### config.mk
export PLATFORM = sky130hd
export DESIGN_NAME = bcd_display_driver
export DESIGN_NICKNAME = d
export VERILOG_FILES = /design/src/rtl/display_pkg.sv /design/src/rtl/bin2bcd_seq.sv /design/src/rtl/bcd_display_driver.sv
export SDC_FILE = /design/constraint.sdc
export NUM_CORES = 1
export LEC_CHECK = 0
export CORE_MARGIN = 8
export CORE_UTILIZATION = 50
export CTS_CLUSTER_SIZE = 14
export DETAILED_ROUTE_END_ITERATION = 12
export HOLD_SLACK_MARGIN = 0.08
export PLACE_DENSITY = 0.72
export SETUP_SLACK_MARGIN = 0.05
export SYNTH_ARGS = -nofsm -noshare
export SYNTH_HDL_FRONTEND = slang
export SYNTH_SLANG_ARGS = --single-unit
### constraint.sdc
create_clock -name clk -period 2.9 [get_ports clk]
set_clock_uncertainty 0.05 [all_clocks]
set_input_delay 0.58 -clock clk [delete_from_list [all_inputs] [get_ports clk]]
set_output_delay 0.58 -clock clk [all_outputs]
set_load 0.01 [all_outputs]
### src/rtl/display_pkg.sv
// Shared types and segment constants for the BCD display driver.
// Segment patterns are active-low {g,f,e,d,c,b,a}.
package display_pkg;

    typedef enum logic [1:0] {
        IDLE  = 2'd0,
        SHIFT = 2'd1,
        DONE  = 2'd2
    } conv_state_t;

    localparam logic [6:0] SEG_BLANK = 7'h7F;
    localparam logic [6:0] SEG_DASH  = 7'h3F;

    // Entry n is the pattern for nibble n; 10..15 are not decimal digits and stay dark.
    localparam logic [15:0][6:0] SEG_LUT = {
        7'h7F, 7'h7F, 7'h7F, 7'h7F, 7'h7F, 7'h7F,
        7'h10, 7'h00, 7'h78, 7'h02, 7'h12,
        7'h19, 7'h30, 7'h24, 7'h79, 7'h40
    };

endpackage

### src/rtl/bin2bcd_seq.sv
// Sequential shift-add-3 binary to BCD converter, one bit per clock.
// A result pulse follows BITS+1 cycles after a request is accepted.
module bin2bcd_seq
    import display_pkg::*;
#(
    parameter int BITS   = 8,
    parameter int DIGITS = 3
) (
    input  logic                  clk,
    input  logic                  rst,
    input  logic [BITS-1:0]       number,
    input  logic                  number_valid,
    output logic                  busy,
    output logic [4*DIGITS-1:0]   bcd,
    output logic                  bcd_valid,
    output logic                  overflow
);

    localparam int BCD_W = 4 * DIGITS;
    localparam int CNT_W = $clog2(BITS + 1);

    conv_state_t       state_q, state_d;
    logic [BCD_W-1:0]  sh_bcd_q, sh_bcd_d;
    logic [BITS-1:0]   sh_bin_q, sh_bin_d;
    logic [CNT_W-1:0]  cnt_q, cnt_d;
    logic              ovf_acc_q, ovf_acc_d;
    logic [BCD_W-1:0]  bcd_q, bcd_d;
    logic              ovf_q, ovf_d;
    logic              vld_q, vld_d;
    logic [BCD_W-1:0]  adj;

    always_comb begin
        adj = sh_bcd_q;
        for (int i = 0; i < DIGITS; i++) begin
            if (sh_bcd_q[4*i +: 4] >= 4'd5) begin
                adj[4*i +: 4] = sh_bcd_q[4*i +: 4] + 4'd3;
            end
        end

        state_d   = state_q;
        sh_bcd_d  = sh_bcd_q;
        sh_bin_d  = sh_bin_q;
        cnt_d     = cnt_q;
        ovf_acc_d = ovf_acc_q;
        bcd_d     = bcd_q;
        ovf_d     = ovf_q;
        vld_d     = 1'b0;

        case (state_q)
            IDLE: begin
                if (number_valid) begin
                    sh_bin_d  = number;
                    sh_bcd_d  = '0;
                    cnt_d     = CNT_W'(BITS);
                    ovf_acc_d = 1'b0;
                    state_d   = SHIFT;
                end
            end
            SHIFT: begin
                // A carry out of the top nibble means the value needs more digits than we have.
                {sh_bcd_d, sh_bin_d} = {adj[BCD_W-2:0], sh_bin_q, 1'b0};
                ovf_acc_d = ovf_acc_q | adj[BCD_W-1];
                cnt_d     = cnt_q - CNT_W'(1);
                if (cnt_q == CNT_W'(1)) begin
                    state_d = DONE;
                end
            end
            DONE: begin
                bcd_d   = sh_bcd_q;
                ovf_d   = ovf_acc_q;
                vld_d   = 1'b1;
                state_d = IDLE;
            end
            default: state_d = IDLE;
        endcase
    end

    always_ff @(posedge clk or posedge rst) begin
        if (rst) begin
            state_q   <= IDLE;
            sh_bcd_q  <= '0;
            sh_bin_q  <= '0;
            cnt_q     <= '0;
            ovf_acc_q <= 1'b0;
            bcd_q     <= '0;
            ovf_q     <= 1'b0;
            vld_q     <= 1'b0;
        end else begin
            state_q   <= state_d;
            sh_bcd_q  <= sh_bcd_d;
            sh_bin_q  <= sh_bin_d;
            cnt_q     <= cnt_d;
            ovf_acc_q <= ovf_acc_d;
            bcd_q     <= bcd_d;
            ovf_q     <= ovf_d;
            vld_q     <= vld_d;
        end
    end

    assign busy      = (state_q != IDLE);
    assign bcd       = bcd_q;
    assign bcd_valid = vld_q;
    assign overflow  = ovf_q;

endmodule

### src/rtl/bcd_display_driver.sv
// Binary to BCD conversion with a multiplexed active-low 7-segment scanner.
// Define BCD_LEADING_ZERO_BLANK_EN to blank leading zero digits.
module bcd_display_driver
    import display_pkg::*;
#(
    parameter int BITS        = 8,
    parameter int DIGITS      = 3,
    parameter int REFRESH_DIV = 100000
) (
    input  logic                  clk,
    input  logic                  rst,
    input  logic [BITS-1:0]       number,
    input  logic                  number_valid,
    output logic                  busy,
    output logic [4*DIGITS-1:0]   bcd,
    output logic                  bcd_valid,
    output logic                  overflow,
    output logic [6:0]            seg,
    output logic [DIGITS-1:0]     an
);

    localparam int REF_W = (REFRESH_DIV > 1) ? $clog2(REFRESH_DIV) : 1;
    localparam int IDX_W = (DIGITS > 1) ? $clog2(DIGITS) : 1;

    logic [REF_W-1:0] ref_cnt_q, ref_cnt_d;
    logic [IDX_W-1:0] idx_q, idx_d;
    logic [3:0]       digit;

    bin2bcd_seq #(
        .BITS   (BITS),
        .DIGITS (DIGITS)
    ) u_conv (
        .clk          (clk),
        .rst          (rst),
        .number       (number),
        .number_valid (number_valid),
        .busy         (busy),
        .bcd          (bcd),
        .bcd_valid    (bcd_valid),
        .overflow     (overflow)
    );

    always_comb begin
        ref_cnt_d = ref_cnt_q + REF_W'(1);
        idx_d     = idx_q;
        if (ref_cnt_q == REF_W'(REFRESH_DIV - 1)) begin
            ref_cnt_d = '0;
            idx_d     = (idx_q == IDX_W'(DIGITS - 1)) ? '0 : idx_q + IDX_W'(1);
        end
    end

    always_ff @(posedge clk or posedge rst) begin
        if (rst) begin
            ref_cnt_q <= '0;
            idx_q     <= '0;
        end else begin
            ref_cnt_q <= ref_cnt_d;
            idx_q     <= idx_d;
        end
    end

    always_comb begin
        digit = 4'(bcd >> {idx_q, 2'b00});
        seg   = SEG_LUT[digit];
`ifdef BCD_LEADING_ZERO_BLANK_EN
        // A digit is leading when it and everything above it is zero; digit 0 always shows.
        if ((idx_q != '0) && ((bcd >> {idx_q, 2'b00}) == '0)) begin
            seg = SEG_BLANK;
        end
`else
        seg = seg;
`endif
        if (overflow) begin
            seg = SEG_DASH;
        end
        an = ~(DIGITS'(1) << idx_q);
    end

endmodule

==> summary.md <==
| Metric | Value |
|---|---|
| Status | `completed` |
| Critical path startpoint category | `flop` |
| Clock Sinks | `60` |
| Final Util | `63.6%` |
| Biggest area consumer among synthesized cells | `dfrtp_1` |
| Min cycle time layout | `2770 ps` |
| Post-Syn Nets | `328` |
| CP required | `2270 ps` |
| CP Max Fanout | `7` |
| CTS Hold Buffers Added | `0` |
| Vias in the first global route | `2306` |
| CTS tree | `yes` |
| Cell Rows | `28` |
| Core area | `5990 sq um` |
| Fin crit share | `95.6%` |
| Number of fill cells | `479` |
| Maximum vdd drop | `610 uV` |
| CTS root buffer | `clkbuf_8` |
| IO Port Bufs | `35` |
| Number of max-cap violations | `0` |
| CTS Buf Count | `9` |
| Power Density | `854 nW/um^2` |
| Crit path kind | `flop to output port` |
| Share of the synthesized area in the top cell type | `48.2%` |
| Worst-path clk slew | `60 ps` |
| Post-Synthesis Cell Area | `3120 sq um` |
| Power, Total | `0.00325 W` |
| First-pass GRT wire length | `10.8 mm` |
| Die area | `9020 sq um` |
| Synth Area in Compound Gates | `15.6%` |
| Area Growth Syn to Fin | `22.1%` |
| Worst EP arrival | `2140 ps` |
| Worst Tran Pin Value | `620 ps` |
| Worst path cell trace | `buf_4, mux2i_4, a2bb2oi_2, mux2_4, a211o_1, clkbuf_2` |
| ANT nets after route | `0` |
| DP Wirelength | `4.72 mm` |
| Wirelength per Cell | `14.9 um` |
| Clock Latency Late Sink | `340 ps` |
| Distinct cell type count of the synthesized netlist | `45` |
| Hold Fails Final Rpt | `0` |
| DRC viols | `0` |
| GR Overflow Total | `0` |
| Setup crit end kind | `output port` |
| DIE HEIGHT | `95.0 um` |
| Critical path's slowest cell | `dfrtp_2` |
| Synthesis-stage register bit count | `60` |
| Final #Nets | `377` |
| Placer congestion estimate | `0.851` |
| Avg Inst Size Synth | `10.3 sq um` |
| Ys async rst share | `100%` |
| Placed cells | `410` |
| GRT Resource Usage Total | `15.2%` |
| Yosys warnings | `0` |
| Area share of fa/ha/maj cells after synthesis | `6.02%` |
| Die span in x | `95.0 um` |
| Relative slew slack | `58.6%` |
| Drt pass-1 iters | `4` |
| Number of flops mapped to enable cells by yosys | `0` |
| Simple-Gate Fraction of Synth Area | `13.7%` |
| Setup-failing EPs final | `0` |
| Fmax achieved | `361 MHz` |
| Part of the Yosys area used for sequential elements | `48.2%` |
| Initial antenna violation count | `0` |
| Largest family of logic cells by synthesized area | `compound AO/OA/AOI/OAI gates` |
| Initial Utilization | `52.0%` |
| Slew Limit Fails | `0` |
| Most used flip-flop cell after synthesis | `dfrtp_1` |
| Via/cell ratio | `5.41` |
| I/O pin count | `36` |
| Mux contribution to synthesized area | `5.98%` |
| Leakage dissipation | `1.69 nW` |
| Top post-synthesis cells by area | `dfrtp_1, ha_1, o21ai_0` |
| Synth Instances | `302` |
| Worst-case clock buffer depth | `2` |
| Final Instance Count excl. Fillers | `431` |
| Hold/Removal Path Class | `flop to flop` |
| Antenna Diode Count | `0` |
| Drt first-iter violations | `59` |
| Xor and xnor area share after synthesis | `5.90%` |
| RSZ-0062 raised after global routing | `yes` |
| Vias | `2330` |
| Routed WL | `6.42 mm` |
| Layout cells sized above 1 | `16.0%` |
| Htree depth | `3` |
| CP peak stage delay | `460 ps` |
| Pin count of the biggest net entering global routing | `27` |
==> cells in the final DEF, fill, tap and decap left out, types with 4 or more instances in the layout <==
cell type         n
a32o_1            4
o21ai_0          28
nand2_1          30
nor2_1           16
nand3_1           8
mux2i_1           6
a22oi_1           7
buf_4            14
o22ai_1           4
clkdlybuf4s50_1  28
o31ai_1           5
a21oi_1           8
nand2b_1          6
xor2_1            7
o211ai_1          4
dfrtp_1          59
mux2_2            9
ha_1             14
xnor2_1          14
clkbuf_8         12
inv_1            19
dlygate4sd2_1     4
nand4_1           4
==> routing by layer <==
layer	GRT usage (%)	wire length (um)	vias up
met5	0	0	-
met4	4.55	84	0
met3	5.24	290	10
met2	25.1	3190	43
met1	18.3	2860	1113
li1	-	-	1164
==> power breakdown <==
group / internal, W / switching, W
clock: 0.000375 / 0.000319
sequential: 0.00106 / 0.000218
combinational: 0.000619 / 0.000664
==> cell families after synthesis <==
kind of cell | after synthesis
flip-flops | 60
AO/OA/AOI/OAI | 73
AND/OR/NAND/NOR | 84
buffers and inverters | 32
adder cells (fa/ha/maj) | 15
multiplexers | 17
XOR/XNOR | 21
==> critical path: cells and delay by family (launching register included) <==
kind | cells | cell delay (ps)
buffers and inverters | 2 | 290
AO/OA/AOI/OAI | 2 | 490
multiplexers | 2 | 570
flip-flops | 1 | 460
==> final timing paths <==
kind | slack, ps | startpoint | end | cells after the start
min in group asynchronous | 550 | rst | ref_cnt_q[14]$_DFF_PP0_ | 2
min | 430 | u_conv.sh_bin_q[5]$_DFFE_PP0P_ | u_conv.sh_bin_q[5]$_DFFE_PP0P_ | 2
min reg2reg | 430 | u_conv.sh_bin_q[5]$_DFFE_PP0P_ | u_conv.sh_bin_q[5]$_DFFE_PP0P_ | 2
max in group asynchronous | 1610 | rst | idx_q[1]$_DFFE_PP0N_ | 3
max | 130 | idx_q[1]$_DFFE_PP0N_ | seg[4] | 6
max reg2reg | 1100 | u_conv.state_q[0]$_DFFE_PP0P_ | u_conv.bcd[3]$_DFFE_PP0P_ | 2
==> sequential cells by signal (all words and copies together), names as in the netlist <==
signal,cells
ref_cnt_q,17
u_conv.bcd,12
u_conv.sh_bcd_q,12
u_conv.sh_bin_q,8
u_conv.cnt_q,4
idx_q,2
u_conv.state_q,2
u_conv.bcd_valid,1
u_conv.overflow,1
u_conv.ovf_acc_q,1
==> metrics by stage <==
| step | worst slack (ps) | TNS [ps] | hold slack, ps | cell area [sq um] |
|---|---|---|---|---|
| 2_1_floorplan | 464 | 0 | 400 | 3120 |
| 3_3_place_gp | 107 | 0 | 411 | 3570 |
| 3_5_place_dp | -5.13 | -5.13 | 422 | 3570 |
| 4_1_cts | -52.8 | -52.8 | 437 | 3780 |
| 5_1_grt | 29.0 | 0 | 461 | 3810 |
| 6_report | 129 | 0 | 430 | 3810 |
==> cell usage after synthesis (all sizes together), types with 3 or more instances <==
master    n
a21oi     8
a22oi     7
a32o      4
and3      3
buf       6
clkbuf    6
dfrtp    60
ha       15
inv      20
mux2     10
mux2i     7
nand2    30
nand2b    6
nand3     8
nand4     4
nor2     16
nor2b     3
nor3      3
o211ai    4
o21ai    29
o22ai     4
o2bb2ai   4
o31ai     5
xnor2    14
xor2      7
==> area by class of cell <==
type	instances	area (sq um)	share of cell area (%)
inverter	20	75.1	1.97
clock buffer	12	165	4.34
multi-input combinational	210	1500	39.4
sequential	60	1500	39.5
timing repair buffer	50	447	11.7
clock inverter	4	22.5	0.592
tap	75	93.8	2.46
==> repair_timing <==
item,in CTS,in global routing
resized for setup,11,10
pin swaps,0,2
buffers inserted,2,3
endpoints found under the setup margin,7,4
No activity file was read; power rests on OpenSTA's default activity.
